$ cat src/rtl/fifo_wr_arb.sv
// rtl/fifo_wr_arb.sv - round-robin burst arbiter for the async FIFO write port
//
// Shares one FIFO write port among N valid/ready requesters in the write
// clock domain. A grant is held for up to MAX_BURST beats so each source's
// data lands contiguously in the FIFO. The FIFO full flag stalls beats
// without releasing the grant.
//
// Optional feature macro: FIFO_ARB_STATS_EN (adds beat_total, stall_cycles)
//
// Ports:
//   clk          in   write-domain clock (FIFO wclk)
//   rst          in   asynchronous active-low reset
//   in_valid     in   [N]     per-requester beat valid
//   in_data      in   [N*DW]  per-requester data, requester i at [i*DW +: DW]
//   in_ready     out  [N]     per-requester beat accepted
//   full         in   FIFO full flag
//   wen          out  FIFO write enable
//   wdata        out  [DW]    FIFO write data
//   grant        out  [N]     one-hot current owner, zero when idle
//   busy         out  high while a grant is active
//   beat_total   out  [16]    (FIFO_ARB_STATS_EN) wrapping beat count
//   stall_cycles out  [16]    (FIFO_ARB_STATS_EN) saturating full-stall count

module fifo_wr_arb #(
  parameter int N         = 4,
  parameter int DW        = 3,
  parameter int MAX_BURST = 4
) (
  input  logic            clk,
  input  logic            rst,
  input  logic [N-1:0]    in_valid,
  input  logic [N*DW-1:0] in_data,
  output logic [N-1:0]    in_ready,
  input  logic            full,
  output logic            wen,
  output logic [DW-1:0]   wdata,
  output logic [N-1:0]    grant,
  output logic            busy
`ifdef FIFO_ARB_STATS_EN
  ,
  output logic [15:0]     beat_total,
  output logic [15:0]     stall_cycles
`endif
);

  localparam int           PW       = (N > 1) ? $clog2(N) : 1;
  localparam logic [PW:0]  N_EXT    = (PW+1)'(N);
  localparam logic [PW-1:0] LAST_IDX = PW'(N - 1);
  localparam logic [3:0]   LAST_BEAT = 4'(MAX_BURST - 1);

  typedef enum logic {
    IDLE  = 1'b0,
    BURST = 1'b1
  } state_e;

  state_e          state_q, state_d;
  logic [N-1:0]    grant_q, grant_d;
  logic [PW-1:0]   gidx_q, gidx_d;
  logic [PW-1:0]   rr_ptr_q, rr_ptr_d;
  logic [3:0]      burst_cnt_q, burst_cnt_d;

  // ---------------------------------------------------------------------
  // Round-robin search: rotate the request vector so rr_ptr sits at bit 0,
  // take the lowest set bit, then add rr_ptr back with an explicit wrap
  // (N need not be a power of two).
  // ---------------------------------------------------------------------
  logic [2*N-1:0]  valid_dbl;
  logic [N-1:0]    valid_rot;
  logic            sel_found;
  logic [PW-1:0]   sel_off;
  logic [PW:0]     sel_sum;
  logic [PW-1:0]   sel_idx;

  assign valid_dbl = {in_valid, in_valid} >> rr_ptr_q;
  assign valid_rot = valid_dbl[N-1:0];

  always_comb begin
    sel_found = 1'b0;
    sel_off   = '0;
    for (int k = 0; k < N; k++) begin
      if (!sel_found && valid_rot[k]) begin
        sel_found = 1'b1;
        sel_off   = PW'(k);
      end
    end
  end

  assign sel_sum = {1'b0, rr_ptr_q} + {1'b0, sel_off};
  assign sel_idx = (sel_sum >= N_EXT) ? PW'(sel_sum - N_EXT) : sel_sum[PW-1:0];

  // ---------------------------------------------------------------------
  // Granted requester's valid and data
  // ---------------------------------------------------------------------
  logic            g_valid;
  logic [DW-1:0]   g_data;

  always_comb begin
    g_valid = 1'b0;
    g_data  = '0;
    for (int k = 0; k < N; k++) begin
      if (gidx_q == PW'(k)) begin
        g_valid = in_valid[k];
        g_data  = in_data[k*DW +: DW];
      end
    end
  end

  // ---------------------------------------------------------------------
  // FSM next state and outputs
  // ---------------------------------------------------------------------
  always_comb begin
    state_d     = state_q;
    grant_d     = grant_q;
    gidx_d      = gidx_q;
    rr_ptr_d    = rr_ptr_q;
    burst_cnt_d = burst_cnt_q;
    wen         = 1'b0;
    in_ready    = '0;
    busy        = 1'b0;

    case (state_q)
      IDLE: begin
        if (sel_found) begin
          state_d     = BURST;
          grant_d     = {{(N-1){1'b0}}, 1'b1} << sel_idx;
          gidx_d      = sel_idx;
          burst_cnt_d = '0;
        end
      end

      BURST: begin
        busy     = 1'b1;
        // Ready follows full alone so a source can see acceptance without
        // a combinational path from its own valid back to its ready.
        in_ready = grant_q & {N{~full}};
        wen      = g_valid & ~full;
        if (wen) begin
          burst_cnt_d = burst_cnt_q + 4'd1;
        end
        // A drained source releases even while full is asserted, so an
        // empty requester never pins the port.
        if (!g_valid || (wen && (burst_cnt_q == LAST_BEAT))) begin
          state_d  = IDLE;
          grant_d  = '0;
          rr_ptr_d = (gidx_q == LAST_IDX) ? '0 : PW'(gidx_q + 1'b1);
        end
      end

      default: begin
        state_d = IDLE;
        grant_d = '0;
      end
    endcase
  end

  assign grant = grant_q;
  assign wdata = busy ? g_data : '0;

  always_ff @(posedge clk or negedge rst) begin
    if (!rst) begin
      state_q     <= IDLE;
      grant_q     <= '0;
      gidx_q      <= '0;
      rr_ptr_q    <= '0;
      burst_cnt_q <= '0;
    end else begin
      state_q     <= state_d;
      grant_q     <= grant_d;
      gidx_q      <= gidx_d;
      rr_ptr_q    <= rr_ptr_d;
      burst_cnt_q <= burst_cnt_d;
    end
  end

`ifdef FIFO_ARB_STATS_EN
  // ---------------------------------------------------------------------
  // Statistics: beat_total wraps, stall_cycles saturates.
  // ---------------------------------------------------------------------
  logic [15:0] beat_total_q, beat_total_d;
  logic [15:0] stall_cycles_q, stall_cycles_d;
  logic        stall_now;

  assign stall_now = busy & g_valid & full;

  always_comb begin
    beat_total_d   = beat_total_q;
    stall_cycles_d = stall_cycles_q;
    if (wen) begin
      beat_total_d = beat_total_q + 16'd1;
    end
    if (stall_now && (stall_cycles_q != 16'hFFFF)) begin
      stall_cycles_d = stall_cycles_q + 16'd1;
    end
  end

  always_ff @(posedge clk or negedge rst) begin
    if (!rst) begin
      beat_total_q   <= '0;
      stall_cycles_q <= '0;
    end else begin
      beat_total_q   <= beat_total_d;
      stall_cycles_q <= stall_cycles_d;
    end
  end

  assign beat_total   = beat_total_q;
  assign stall_cycles = stall_cycles_q;
`endif

endmodule

$ cat config.mk
export PLATFORM = sky130hd
export DESIGN_NAME = fifo_wr_arb
export DESIGN_NICKNAME = d
export VERILOG_FILES = /design/src/rtl/fifo_wr_arb.sv
export SDC_FILE = /design/constraint.sdc
export NUM_CORES = 1
export LEC_CHECK = 0
export ABC_AREA = 1
export ABC_CLOCK_PERIOD_IN_PS = 5500
export BUFFER_PORTS_ARGS = -buffer_cell sky130_fd_sc_hd__buf_2
export CAP_MARGIN = 5
export CORE_ASPECT_RATIO = 0.75
export CORE_MARGIN = 3
export CORE_UTILIZATION = 40
export CTS_BUF_LIST = sky130_fd_sc_hd__clkbuf_8
export DETAILED_ROUTE_END_ITERATION = 10
export REMOVE_ABC_BUFFERS = 1
export SYNTH_ARGS = -nofsm -noshare
export SYNTH_HDL_FRONTEND = slang
export SYNTH_SLANG_ARGS = --single-unit
$ cat constraint.sdc
create_clock -name clk -period 5.5 [get_ports clk]
set_input_delay 1.1 -clock clk [delete_from_list [all_inputs] [get_ports clk]]
set_output_delay 1.1 -clock clk [all_outputs]
set_load 0.01 [all_outputs]
* Word level (Yosys, flattened, before mapping)
Index checks and enable logic that the tools add are counted.
** Word-level totals
- Register bits :: 13
- Input port bits :: 19
** Operators by class
- Equal/unequal tests :: 7
- Order comparisons :: 1
- Reduce and logical (&&, ||, !) cells :: 14
- Shift operators :: 2
- Bitwise operators :: 4
- Multiplexer cells :: 30
- $add $sub $neg :: 4
** Operators by type and width (count)
- $mux W4 :: 5
- $pmux W4 S2 :: 2
- $mux W3 :: 5
- $mux W1 :: 13
- $mux W2 :: 4
- $reduce_and A2 Y1 :: 4
- $shr A8 B2 Y4 :: 1
- $add A4 B1 Y4 const B :: 1
- $and A4 B4 Y4 :: 1
- $eq A2 B2 Y1 const B :: 2
- $eq A4 B2 Y1 const B :: 1
- $logic_and A1 B1 Y1 :: 4
- $logic_not A1 Y1 :: 4
- $ne A2 B1 Y1 const B :: 2
- $shl A1 B2 Y4 const A :: 1
- $add A2 B2 Y3 :: 1
- $ge A3 B3 Y1 const B :: 1
- $add A2 B1 Y2 const B :: 1
- $eq A2 B1 Y1 const B :: 1
- $logic_not A2 Y1 :: 1
- $ne A2 B2 Y1 const B :: 1
- $not A1 Y1 :: 2
- $pmux W1 S2 :: 1
- $sub A2 B1 Y2 const B :: 1
- other kinds (2) :: 2

* Logic depth before layout (Yosys ltp)
Gate-level depths: netlist (run 1).
- Depth after elaboration :: 17
- Mapped depth :: 13
- Depth with buffers taken out :: 13

* Least setup slack after synthesis (run 1)
Ideal clock, no wire load.
- Path type :: input-to-output
- Start point :: input in_data[3]
- End point :: output wdata[0]
- Path slack :: 2813 ps
- Stages :: 4
- Arrival :: 1587 ps
- Data required time :: 4400 ps
- Cells stage by stage :: nor2_1 > o31ai_1 > o21ai_0 > nor2_1
** On the way
- Word-level cells in the longest chain between the ends :: 4
** Ends and longest elaborated chain
- from (decl) :: RTL line 32 : input logic [N*DW-1:0] in_data,
- $mux W3 (3 in series) :: RTL line 101 : if (gidx_q == PW'(k)) begin
- $mux W3 :: RTL line 157 : assign wdata = busy ? g_data : '0;
- to (decl) :: RTL line 36 : output logic [DW-1:0] wdata,
Every way passes these cells.

* Worst setup path in the final report (run 1)
- Start point :: input in_valid[0]
- End point :: output wen
** On the way
- Word-level cells in the longest chain between the ends :: 6
** Ends and longest elaborated chain
- from (decl) :: RTL line 31 : input logic [N-1:0] in_valid,
- $mux W1 (4 in series) :: RTL line 101
- $and A1 B1 Y1 :: RTL line 136 : wen = g_valid & ~full;
- $mux W1 :: RTL line 121 : case (state_q)
- to (decl) :: RTL line 35 : output logic wen,
Every way passes these cells.

==> results of run 1 <==
-- logic make-up (layout without fill, tap and decap cells) --
family / count (synthesis) / count (layout) / synth area share [%]
compound gates: 26 / 26 / 13.78
xor+xnor: 3 / 3 / 2.474
simple gates: 77 / 77 / 38.99
buf+inv: 20 / 55 / 7.067
fa+ha+maj: 6 / 6 / 7.067
flops: 13 / 13 / 30.62
-- layout make-up --
| type | count | area [µm²] |
|---|---|---|
| clock inverters | 1 | 3.754 |
| inverters | 20 | 75.07 |
| fillers | 249 | 1097 |
| well taps | 34 | 42.54 |
| flip-flops and latches | 13 | 325.3 |
| multi-input cells | 112 | 661.9 |
| repair buffers | 31 | 155.1 |
| clock buffers | 3 | 41.29 |
-- through the flow --
step | std cells | hold slack [ns] | worst slack [ns] | power [mW] | area (µm²)
floorplan | 145 | 0.4681 | 2.813 | 0.5784 | 1062
global placement | 210 | 0.4879 | 2.608 | 0.6992 | 1260
detailed placement | 210 | 0.4909 | 2.605 | 0.7003 | 1260
CTS | 214 | 0.5074 | 2.600 | 0.7891 | 1305
global route | 214 | 0.5504 | 2.470 | 0.8705 | 1305
finish | 214 | 0.5045 | 2.608 | 0.7800 | 1305
-- flip-flops by register name, indices dropped and copies added, names as in the netlist --
signal and count:
burst_cnt_q 4, grant 4, gidx_q 2, rr_ptr_q 2, state_q 1
-- critical path, cell delays in order --
cell and delay [ns]:
buf_2 0.10, nand2_1 0.05, nand2_1 0.05, nand3b_1 0.07, nand2_1 0.08, nand2_2 0.08
nor2_4 0.12, buf_2 0.15
-- synthesized netlist by cell type --
cell,n,share of area [%]
nor2_1,12,4.2
nand3b_1,1,0.71
nand3_1,17,8.0
ha_1,6,7.1
nand2_1,32,11
or2_0,1,0.59
nand2_4,3,3.2
o21ai_1,4,1.9
o21ai_2,1,0.82
a21oi_1,9,4.2
inv_2,8,2.8
xor2_1,2,1.6
a21boi_0,1,0.71
o21ai_0,6,2.8
nor2_4,4,4.2
inv_1,12,4.2
o22ai_1,2,1.2
xnor2_1,1,0.82
nor2_2,1,0.59
o31ai_1,3,2.1
nand2_2,4,2.4
nor2_8,2,3.8
dfrtp_1,13,31
-- metal layers --
layer / global-route usage (%) / wire length [µm] / vias to the layer above / part of all wire [%]
li1: - / - / 543 / -
met3: 5.593 / 100 / 0 / 4.3
met5: 0 / 0 / - / 0
met1: 24.11 / 1230 / 443 / 52
met2: 22.52 / 1012 / 15 / 43
met4: 2.069 / 0 / 0 / 0
-- where the power goes --
part           switching [mW]  internal (mW)  total [mW]
clock network          0.0330         0.0493      0.0823
logic                   0.339          0.190       0.529
registers              0.0383          0.131       0.169
-- how the worst max path moves through the flow --
stage	startpoint	cells past startpoint	slack, ns	to
6_report	in_valid[0]	8	2.61	wen
5_1_grt	in_data[1]	6	2.47	wdata[1]
4_1_cts	in_valid[0]	8	2.60	wen
3_5_place_dp	in_valid[0]	8	2.60	wen
3_3_place_gp	in_valid[0]	8	2.61	wen
2_1_floorplan	in_data[3]	4	2.81	wdata[0]
==> results.cfg, run 1 <==
[routing]
firstDrtPassIters = 4
via_per_inst = 4.678
routed_wl_um = 2343
drcViolationCount = 0
ant_nets = 0
wire_per_inst_um = 10.95
vias = 1001
drt_iter0_drc = 62

[sta]
drv_slew = 0
finalSetupViolCount = 0
fin_setup_tns_ns = 0
rsz0062_at_grt = no
final_hold_viol_count = 0
min_period_ns = 2.892
min_period_over_period_pct = 52.59
relSlewSlack_pct = 79.96
tightest_slew_ns = 0.3006
fmax_mhz = 345.7
finClkSkew_ns = 0.0006242

[worst_setup_path]
worst_setup_path_start_kind = primary input
r2r-start = rr_ptr_q[0]$_DFFE_PN0P_
arrival_ns = 1.79
crit_required_ns = 4.40
worstRegToRegCells = 13
critPathCaptureType = output pin
rrSetupSlack_ns = 3.53
cp_max_fo = 4
worstSetupPathType = primary input to output pin
reg2reg_to = grant[3]$_DFFE_PN0P_

[clock_tree]
cts_setup_buffers = 0
cts-buffers-inserted = 3
clockBufferDepth = 2
tritoncts = yes
clkTransAtPathRegs_ns = 0.05
holdBufCountCts = 0
htree_num_levels = 1
clk_latency_ns = 0.24
cts_resized = 0
cts_root_buffer = clkbuf_8
clock_sinks = 13

[floorplan]
row_count = 15
die_area_mm2 = 0.003317
die_w_um = 65.51
initial_core_util_pct = 44.22
ios = 32
core_area_mm2 = 0.002402
die_h_um = 50.63

[worst_hold_path]
hold_class = register to register
hold_path_end = grant[2]$_DFFE_PN0P_
hold_path.startpoint = grant[2]$_DFFE_PN0P_
hold_depth = 2

[power]
p_leak_nw = 0.6976
ir_worst_vdd_v = 0.0002288
powerDensity_mw_per_mm2 = 597.7

[final_layout]
final_nets = 206
diodes = 0
final_common_cell = nand2_1
utilization_pct = 54.32
layout_common_cells = nand2_1 (32), buf_2 (31), nand3_1 (17)
layout-drive-gt1-share_pct = 31.67
syn2layout_area_growth_pct = 22.85

[global_route]
grt_overflow = 0
grt_pass1_wl_um = 4202
grt_pass1_vias = 919
grt_start_max_net_pins = 14
grt.total_usage_pct = 16.10
antenna_found_initial = 0

[synth]
ys_types = 23
syn_avg_cell_area_um2 = 7.326
syn-cell-area_mm2 = 0.001062
synthCells = 145
yosys_warnings = 0
ys_seq_area_share_pct = 30.62
ys_ff_latch = 13

[run_status]
status = complete, no violations

[placement]
place.gp.congestion = 0.7834
post-dp-hpwl_um = 1945
buffer_ports.inserted = 31

[flow_run]
drv_cap = 0
No activity file was read; power rests on OpenSTA's default activity.
==> run 2, diff against run 1 <==
Settings changed: ABC_CLOCK_PERIOD_IN_PS 5500 to 2900.
Clock period 5.5 ns to 2.9 ns, I/O delays scaled along.
==> results.cfg, run 2 (same netlist as run 1, synthesis figures left out) <==
[run_status]
status = complete, no violations

[routing]
drt_iter0_drc = 64
wire_per_inst_um = 12.37
via_per_inst = 4.911
routed_wl_um = 2648
drcViolationCount = 0
vias = 1051
firstDrtPassIters = 4
ant_nets = 0

[global_route]
grt_pass1_wl_um = 4533
grt.total_usage_pct = 18.04
grt_use_met3_pct = 4.922
antenna_found_initial = 0
grt_use_met2_pct = 26.55
grt_pass1_vias = 984
grt_overflow = 0
grt-busiest-layer = met2
grt_start_max_net_pins = 14
grtUsageMet1_pct = 25.10

[clock_tree]
htree_num_levels = 1
holdBufCountCts = 0
clk_latency_ns = 0.25
cts_root_buffer = clkbuf_8
tritoncts = yes
clkTransAtPathRegs_ns = 0.06
clock_sinks = 13
cts-buffers-inserted = 3
cts_setup_buffers = 0
cts_resized = 0
clockBufferDepth = 2

[worst_setup_path]
worst_setup_path_start_kind = register
cp_max_fo = 5
cpPeakStageDelay_ns = 0.41
cp_top_family = flip-flops
critPathCaptureType = output pin
arrival_ns = 1.77
crit_required_ns = 2.32
cp_cell_sequence = inv_1, ha_1, inv_2, nor2_1, o31ai_1, o21ai_0, nor2_1, buf_2
crit_start = gidx_q[1]$_DFFE_PN0P_
worstSetupPathType = register to output pin
critPathBufInv = 3
r2r-start = rr_ptr_q[0]$_DFFE_PN0P_
path_common_cell = nor2_1
cpMaxStageDelayCell = dfrtp_1

[sta]
final_hold_viol_count = 0
fin_setup_tns_ns = 0
min_period_ns = 2.345
rsz0062_at_grt = no
setup_slack_ns = 0.5547
finalSetupViolCount = 0
finClkSkew_ns = 0.005816
relSlewSlack_pct = 78.98
min_period_over_period_pct = 80.87
drv_slew = 0
tightest_slew_ns = 0.3154
fmax_mhz = 426.4

[power]
swShare_pct = 53.53
p_switching_mw = 0.8072
powerDensity_mw_per_mm2 = 1156
pwr-share-seq_pct = 21.6
p_leak_nw = 0.6976
power_frac_comb_pct = 67.5
clkPwrFrac_pct = 10.9
ir_worst_vdd_v = 0.0004193
cellInternalPower_mw = 0.7008

[final_layout]
fill_cells = 250
layout-drive-gt1-share_pct = 31.67
final_cells = 214
layout_common_cells = nand2_1 (32), buf_2 (31), nand3_1 (17)
final_nets = 206
diodes = 0
final_common_cell = nand2_1
syn2layout_area_growth_pct = 22.85
utilization_pct = 54.32

[placement]
buffer_ports.inserted = 31
post-dp-hpwl_um = 2164
dp.cells = 210
place.gp.congestion = 0.8167
pre_cts_slack_ns = 0.7412

[floorplan]
row_count = 15
core_area_mm2 = 0.002402
die_h_um = 50.63
die_w_um = 65.51
ios = 32
die_area_mm2 = 0.003317
initial_core_util_pct = 44.22

[worst_hold_path]
hold_class = primary input to async pin

[flow_run]
drv_cap = 0
==> run 2: cell counts in the layout (fill, tap and decap cells not counted) <==
Identical to the previous run, type by type.
==> run 2: area by class of cell <==
| class | instances | area, µm² | share of cell area, % |
|---|---|---|---|
| clock buffer | 3 | 41.29 | 3.164 |
| clock inverter | 1 | 3.754 | 0.2876 |
| inverter | 20 | 75.07 | 5.753 |
| multi-input combinational | 112 | 661.9 | 50.72 |
| sequential | 13 | 325.3 | 24.93 |
| tap | 34 | 42.54 | 3.260 |
| timing repair buffer | 31 | 155.1 | 11.89 |
==> run 2: through the flow <==
stage / power, mW / cell area, µm² / hold slack (ns)
after floorplan: 1.097 / 1062 / 0.2844
after global placement: 1.327 / 1260 / 0.4888
after detailed placement: 1.345 / 1260 / 0.4864
after CTS: 1.517 / 1305 / 0.2147
after global routing: 1.663 / 1305 / 0.2229
final: 1.508 / 1305 / 0.2123
==> run 2: final timing paths <==
check                      depth (start not counted)  slack [ns]               endpoint
setup / recovery                                   8        0.55               wdata[0]
hold / removal                                     1        0.21   grant[2]$_DFFE_PN0P_
setup reg to reg                                  13        0.94   grant[3]$_DFFE_PN0P_
hold reg to reg                                    2        0.51   grant[2]$_DFFE_PN0P_
max in group asynchronous                          1        2.44  gidx_q[0]$_DFFE_PN0P_
min in group clk                                   2        0.51   grant[2]$_DFFE_PN0P_
==> run 2: layer usage <==
metal / routed length, µm / vias to the layer above
li1: - / 543
met1: 1278 / 482
met2: 1225 / 24
met3: 124 / 2
met4: 19 / 0
met5: 0 / -
==> run 2: worst reg2reg max path, cell delays in order, from the launching register on <==
cell	delay [ns]
dfrtp_1	0.43
inv_2	0.09
nand2_1	0.08
nand3_1	0.08
nand2_2	0.11
nand3_1	0.07
a21boi_0	0.18
ha_1	0.19
xor2_1	0.20
inv_1	0.06
nand3_1	0.12
nand2_1	0.10
nand3_1	0.09
nand2_1	0.05
==> run 2: power by group through the flow <==
stage | combinational, mW | clock, mW | sequential [mW]
floorplan | 0.775 | 0 | 0.322
global placement | 1.00 | 0 | 0.326
detailed placement | 1.02 | 0 | 0.327
CTS | 1.02 | 0.171 | 0.325
global route | 1.14 | 0.179 | 0.339
finish | 1.02 | 0.165 | 0.326
